--- src/rtl/axis_packet_generator.sv ---
// axis_packet_generator
// Accepts 16-bit packet-length descriptors on an AXI-Stream input and emits one
// AXI-Stream packet per descriptor. Lane k of each beat carries
// (seed + byte_off + k) mod 256, and the seed advances once per completed packet.
// Optional feature macro: PKT_GEN_LEN_HEADER_EN. When it is defined, the first
// beat carries the packet length little-endian in lanes 0..1.
// All outputs are registered. Reset is asynchronous and active-high.
//
//   state | meaning
//   ------+--------------------------------------------------------------
//   IDLE  | ready for a descriptor; len=0 is consumed and dropped
//   SEND  | presenting beats; the descriptor input is ignored until done

module axis_packet_generator #(
   parameter int         DW        = 128,
   parameter logic [7:0] SEED_INIT = 8'h00
) (
   input  logic            clk,
   input  logic            reset,
   input  logic [15:0]     axis_len_tdata,
   input  logic            axis_len_tvalid,
   output logic            axis_len_tready,
   output logic [DW-1:0]   axis_out_tdata,
   output logic [DW/8-1:0] axis_out_tkeep,
   output logic            axis_out_tlast,
   output logic            axis_out_tvalid,
   input  logic            axis_out_tready,
   output logic [31:0]     pkt_sent_count
);

   localparam int BPB = DW / 8;

   typedef enum logic {IDLE, SEND} state_t;

   state_t          state;
   logic [15:0]     len_q;
   logic [15:0]     beats_left;
   logic [15:0]     byte_off;
   logic [7:0]      seed;

   logic [16:0]     len_round;
   logic [15:0]     beats_init;
   logic [15:0]     b_len;
   logic [15:0]     b_off;
   logic [15:0]     b_left;
   logic [15:0]     b_rem;
   logic [7:0]      lane;
   logic [DW-1:0]   b_data;
   logic [BPB-1:0]  b_keep;

   // Beat count for an incoming descriptor. The sum is widened to 17 bits so
   // that len=65535 cannot overflow before the divide.
   always_comb begin
      len_round  = {1'b0, axis_len_tdata} + 17'(BPB - 1);
      beats_init = 16'(len_round / 17'(BPB));
   end

   // Contents of the next beat to load: in IDLE it is the first beat of the
   // incoming descriptor, in SEND it is the beat after the one on the bus.
   always_comb begin
      lane   = 8'h00;
      b_data = '0;
      b_keep = '0;
      if (state == IDLE) begin
         b_len  = axis_len_tdata;
         b_off  = 16'd0;
         b_left = beats_init;
      end else begin
         b_len  = len_q;
         b_off  = byte_off + 16'(BPB);
         b_left = beats_left - 16'd1;
      end
      b_rem = b_len % 16'(BPB);
      for (int k = 0; k < BPB; k++) begin
         b_keep[k] = (b_left != 16'd1) || (b_rem == 16'd0) || (16'(k) < b_rem);
         lane      = seed + b_off[7:0] + 8'(k);
`ifdef PKT_GEN_LEN_HEADER_EN
         if (state == IDLE && k == 0) lane = b_len[7:0];
         if (state == IDLE && k == 1) lane = b_len[15:8];
`endif
         b_data[8*k +: 8] = b_keep[k] ? lane : 8'h00;
      end
   end

   // Descriptor/beat sequencing. Output registers only change on a handshake,
   // so they hold steady across downstream stalls.
   always_ff @(posedge clk or posedge reset) begin
      if (reset) begin
         state           <= IDLE;
         len_q           <= '0;
         beats_left      <= '0;
         byte_off        <= '0;
         seed            <= SEED_INIT;
         pkt_sent_count  <= '0;
         axis_len_tready <= 1'b0;
         axis_out_tdata  <= '0;
         axis_out_tkeep  <= '0;
         axis_out_tlast  <= 1'b0;
         axis_out_tvalid <= 1'b0;
      end else begin
         case (state)
            IDLE: begin
               axis_len_tready <= 1'b1;
               if (axis_len_tready && axis_len_tvalid && axis_len_tdata != 16'd0) begin
                  len_q           <= axis_len_tdata;
                  beats_left      <= beats_init;
                  byte_off        <= 16'd0;
                  axis_out_tdata  <= b_data;
                  axis_out_tkeep  <= b_keep;
                  axis_out_tlast  <= (beats_init == 16'd1);
                  axis_out_tvalid <= 1'b1;
                  axis_len_tready <= 1'b0;
                  state           <= SEND;
               end
            end
            SEND: begin
               if (axis_out_tready) begin
                  if (beats_left == 16'd1) begin
                     pkt_sent_count  <= pkt_sent_count + 32'd1;
                     seed            <= seed + 8'd1;
                     axis_out_tdata  <= '0;
                     axis_out_tkeep  <= '0;
                     axis_out_tlast  <= 1'b0;
                     axis_out_tvalid <= 1'b0;
                     axis_len_tready <= 1'b1;
                     state           <= IDLE;
                  end else begin
                     beats_left     <= b_left;
                     byte_off       <= b_off;
                     axis_out_tdata <= b_data;
                     axis_out_tkeep <= b_keep;
                     axis_out_tlast <= (b_left == 16'd1);
                  end
               end
            end
            default: state <= IDLE;
         endcase
      end
   end

endmodule

--- config.mk ---
export PLATFORM = sky130hd
export DESIGN_NAME = axis_packet_generator
export DESIGN_NICKNAME = d
export VERILOG_FILES = /design/src/rtl/axis_packet_generator.sv
export SDC_FILE = /design/constraint.sdc
export NUM_CORES = 1
export LEC_CHECK = 0
export CORE_UTILIZATION = 29
export CTS_BUF_LIST = sky130_fd_sc_hd__clkbuf_8 sky130_fd_sc_hd__clkbuf_16
export CTS_CLUSTER_DIAMETER = 200
export CTS_CLUSTER_SIZE = 30
export DETAILED_ROUTE_END_ITERATION = 8
export HOLD_SLACK_MARGIN = 0.05
export SETUP_SLACK_MARGIN = 0.5
export SLEW_MARGIN = 20
export SYNTH_ARGS = -nofsm -noshare
export SYNTH_HDL_FRONTEND = slang
export SYNTH_SLANG_ARGS = --single-unit
--- constraint.sdc ---
create_clock -name clk -period 23.2 [get_ports clk]
set_clock_uncertainty 0.15 [all_clocks]
set_input_delay 4.64 -clock clk [delete_from_list [all_inputs] [get_ports clk]]
set_output_delay 4.64 -clock clk [all_outputs]
set_load 0.01 [all_outputs]
==> impl_summary.txt <==
----------------------------------------------------
[Drt]
  Remaining routing DRC violations ... 0
  DR vias ... roughly 9000
  Sum of routed wire length over all layers ... approximately 34 mm
  DRT antenna net count ... 0
  DRT Pass-1 Iters ... 5
  Vias per cell ... 5.07
  First DRT Iteration DRCs ... 773
  Detailed-route wire length per cell ... 19.1 um

[Global route]
  Overall fraction of global-route tracks in use ... 17.5%
  Gr ovfl total ... 0
  Via count of the first global-routing pass ... 8660
  First-pass GRT wire length ... 52.6 mm
  Largest net degree at the start of global routing ... 145
  Antenna violations before repair ... 0

[Placement]
  Setup slack at placement ... ~14 ns
  Number of cells after detailed placement ... 1766
  Detailed placer's ending HPWL ... 24.6 mm
  Final RePlAce weighted congestion ... 0.837
  IO buf count ... between 150 and 200

[Final layout]
  Number of diodes ... 0
  Utilization after layout ... 37.4%
  Filler Cell Count ... 3716
  Share of layout cells above drive strength 1 ... 5.26%
  Area Overhead vs Synth ... 26.3%
  Count of nets after finishing ... 1361
  Count of non-filler cells in the finished layout ... 1779

[Setup path]
  Largest fanout on the critical path ... 16
  Sort of element at the end of the critical path ... register
  Critical register-to-register path endpoint ... axis_out_tdata[15]$_DFFE_PP0P_
  Reg2Reg Launch Point ... state$_DFF_PP0_
  Type of origin of the critical path ... input port
  FF-to-FF path depth ... 15
  Start-to-end type of the worst setup path ... input port to register
  Arrival time of the worst setup path ... about 8.6 ns
  Worst path required time ... roughly 23 ns
  Reg-to-reg setup timing slack ... 17.71 ns

[Hold path]
  Hold Startpoint ... pkt_sent_count[31]$_DFFE_PP0P_
  Type of the most critical hold path ... register to register
  Hold Path Cell Cnt ... 1
  Endpoint, Worst Hold ... pkt_sent_count[31]$_DFFE_PP0P_

[STA]
  Top achievable clock speed ... roughly 120 MHz
  Final TNS setup ... 0 ns
  Remaining max-slew budget at the tightest pin ... about a third
  Pin slew with the least headroom to its limit ... 1.00 ns
  Ratio of final minimum period to clock period ... between 30% and 40%
  Max Transition Viols Final ... 0
  Final Hold Viols ... 0
  Tmin final ... about 8.4 ns
  Final setup violation count ... 0
  Post-layout worst setup margin ... 14.77 ns
  Setup repair after global routing missed its margin ... no

[Logic synthesis]
  Number of synthesized flops with an enable pin ... 0
  Commonest cells in the netlist ... sky130_fd_sc_hd__nand2_1, sky130_fd_sc_hd__dfrtp_1, sky130_fd_sc_hd__o21ai_0
  Net count of the mapped netlist ... around 1200
  Cell types with the largest area share after synthesis ... sky130_fd_sc_hd__dfrtp_1, sky130_fd_sc_hd__nand2_1, sky130_fd_sc_hd__xnor2_1
  Post-synthesis register bit count ... 216
  Proportion of synthesized chip area in sequential cells ... about half
  Proportion of netlist area held by the largest area contributor ... 49.6%
  Predominant post-synthesis flop cell ... sky130_fd_sc_hd__dfrtp_1
  Number of warnings issued by yosys ... 0
  Most numerous cell in the Yosys netlist ... sky130_fd_sc_hd__nand2_1
  Proportion of register bits with asynchronous set or reset after synthesis ... 100%
  Post-synthesis instance total ... about 1100
  Netlist cell types ... 61
  Synthesized area per cell ... 9.53 sq um
  Synthesized cell area ... 10900 sq um
  Dominant cell type by area after synthesis ... sky130_fd_sc_hd__dfrtp_1

[Power]
  Static power due to leakage ... around 5.7 nW
  Peak VDD IR ... 0.0536 mV
  Power after layout ... 1.50 mW
  Cell area power density ... ~110 nW/um^2

[CTS]
  Post-cts repair resize count ... 0
  Number of hold-repair buffers added at the cts stage ... 0
  Level count of the clock H-tree ... 1
  Post-CTS setup buffers ... 0
  Clock Path Buffers ... 3
  TritonCTS clock tree ... yes
  Num CTS Buffers ... 11
  CTS root buf ... sky130_fd_sc_hd__clkbuf_16
  Total clock sinks ... ~220
  Insertion delay of the later-clocked pin in the worst-skew pair ... 0.49 ns
  Post-CTS clock slew at the launch and capture registers of the worst setup and hold paths ... 0.12 ns

[Floorplanning]
  Die Footprint ... around 38000 sq um
  # rows ... 70
  Area of the core ... 36800 sq um
  Effective utilization at floorplan ... just under 30%
  Die X ... 196 um
  # IOs ... roughly 200
  Die span in y ... 196 um

[Run status]
  Status ... completed

[Run]
  Maximum capacitance violations ... 0

----------------------------------------------------
## logic make-up (layout without fill, tap and decap cells)
kind of cell               Yosys count  count (layout)  synth area share, %
buffers and inverters               88             256                 3.22
muxes                               20              20                 1.99
DFF                                216             216                 49.6
adders and majority gates           29              29                 3.40
xor gates and xnor gates           128             128                 10.3
and+or+nand+nor                    431             431                 18.2
AOI/OAI and AO/OA                  231             231                 13.2
## worst max path at each step
stage / from / endpoint / cells past startpoint
after global routing: axis_len_tdata[0] / axis_out_tdata[75]$_DFFE_PP0P_ / 8
final: axis_len_tdata[0] / axis_out_tdata[94]$_DFFE_PP0P_ / 8
after global placement: axis_len_tdata[0] / axis_out_tdata[93]$_DFFE_PP0P_ / 8
after floorplan: reset / axis_len_tready$_DFFE_PP0P_ / 1
after detailed placement: axis_len_tdata[0] / axis_out_tdata[94]$_DFFE_PP0P_ / 8
after CTS: axis_len_tdata[0] / axis_out_tdata[94]$_DFFE_PP0P_ / 8
## power breakdown
part	internal (mW)	switching, mW	leakage [nW]
Sequential	0.478	0.0876	2.71
Clock	0.0893	0.132	0.147
Combinational	0.317	0.392	2.89
Total	0.885	0.612	5.74
## final cells by class
cell class | instances | area, sq um | share of cell area [%]
Clock inverter | 1 | 30.0 | 0.218
Inverter | 28 | 113 | 0.819
Timing Repair Buffer | 216 | 2140 | 15.5
Clock buffer | 11 | 275 | 2.00
Multi-Input combinational cell | 839 | 5200 | 37.9
Sequential cell | 216 | 5410 | 39.3
Tap cell | 468 | 586 | 4.26
## layer usage
layer  up-vias  wire length, um  GRT usage, %
met5         -                0             0
met4         0              519          3.65
met3        36             2110          2.60
met2       326            15500          27.7
met1      4419            15900          25.3
li1       4237                -             -
## metrics by stage
step | area, sq um | hold slack (ns)
after CTS | 13700 | 0.339
final | 13800 | 0.340
after detailed placement | 13400 | 0.317
after floorplan | 10900 | 0.305
after global routing | 13800 | 0.364
after global placement | 13400 | 0.315
## placed cells by master (no fill, tap or decap), types with 8 or more instances in the layout
cell                              Yosys  routed
sky130_fd_sc_hd__a32o_1              11      11
sky130_fd_sc_hd__o211ai_1             9       9
sky130_fd_sc_hd__nor4_1              10      10
sky130_fd_sc_hd__inv_1               28      27
sky130_fd_sc_hd__dfrtp_1            216     216
sky130_fd_sc_hd__mux2_2              12      12
sky130_fd_sc_hd__o31ai_1              9       9
sky130_fd_sc_hd__xnor2_1             87      83
sky130_fd_sc_hd__a21oi_1             20      20
sky130_fd_sc_hd__buf_4                0      17
sky130_fd_sc_hd__nor2_1              52      51
sky130_fd_sc_hd__ha_1                28      28
sky130_fd_sc_hd__nand2_1            230     230
sky130_fd_sc_hd__clkdlybuf4s50_1      0     198
sky130_fd_sc_hd__nor2b_1             11      10
sky130_fd_sc_hd__nand4_1             22      22
sky130_fd_sc_hd__nand3_1             30      30
sky130_fd_sc_hd__xor2_1              41      41
sky130_fd_sc_hd__o21ai_0            134     133
sky130_fd_sc_hd__clkbuf_16            0      11
sky130_fd_sc_hd__o31ai_2              8       8
sky130_fd_sc_hd__nor3_1              25      25
## critical path, cell delays in order
cell and delay [ns]:
sky130_fd_sc_hd__clkdlybuf4s50_1 0.52, sky130_fd_sc_hd__o41ai_4 0.56, sky130_fd_sc_hd__nor4_1 0.21, sky130_fd_sc_hd__o32ai_1 0.86, sky130_fd_sc_hd__nand3_1 0.55, sky130_fd_sc_hd__buf_4 0.37, sky130_fd_sc_hd__o31ai_2 0.69, sky130_fd_sc_hd__o21ai_0 0.21
## flip-flops by register name, indices dropped and copies added (netlist names)
register,count
len_q,4
axis_len_tready,1
axis_out_tlast,1
seed,8
state,1
byte_off,8
beats_left,16
axis_out_tdata,128
axis_out_tkeep,16
axis_out_tvalid,1
pkt_sent_count,32
Power figures use the tool's default switching activity.
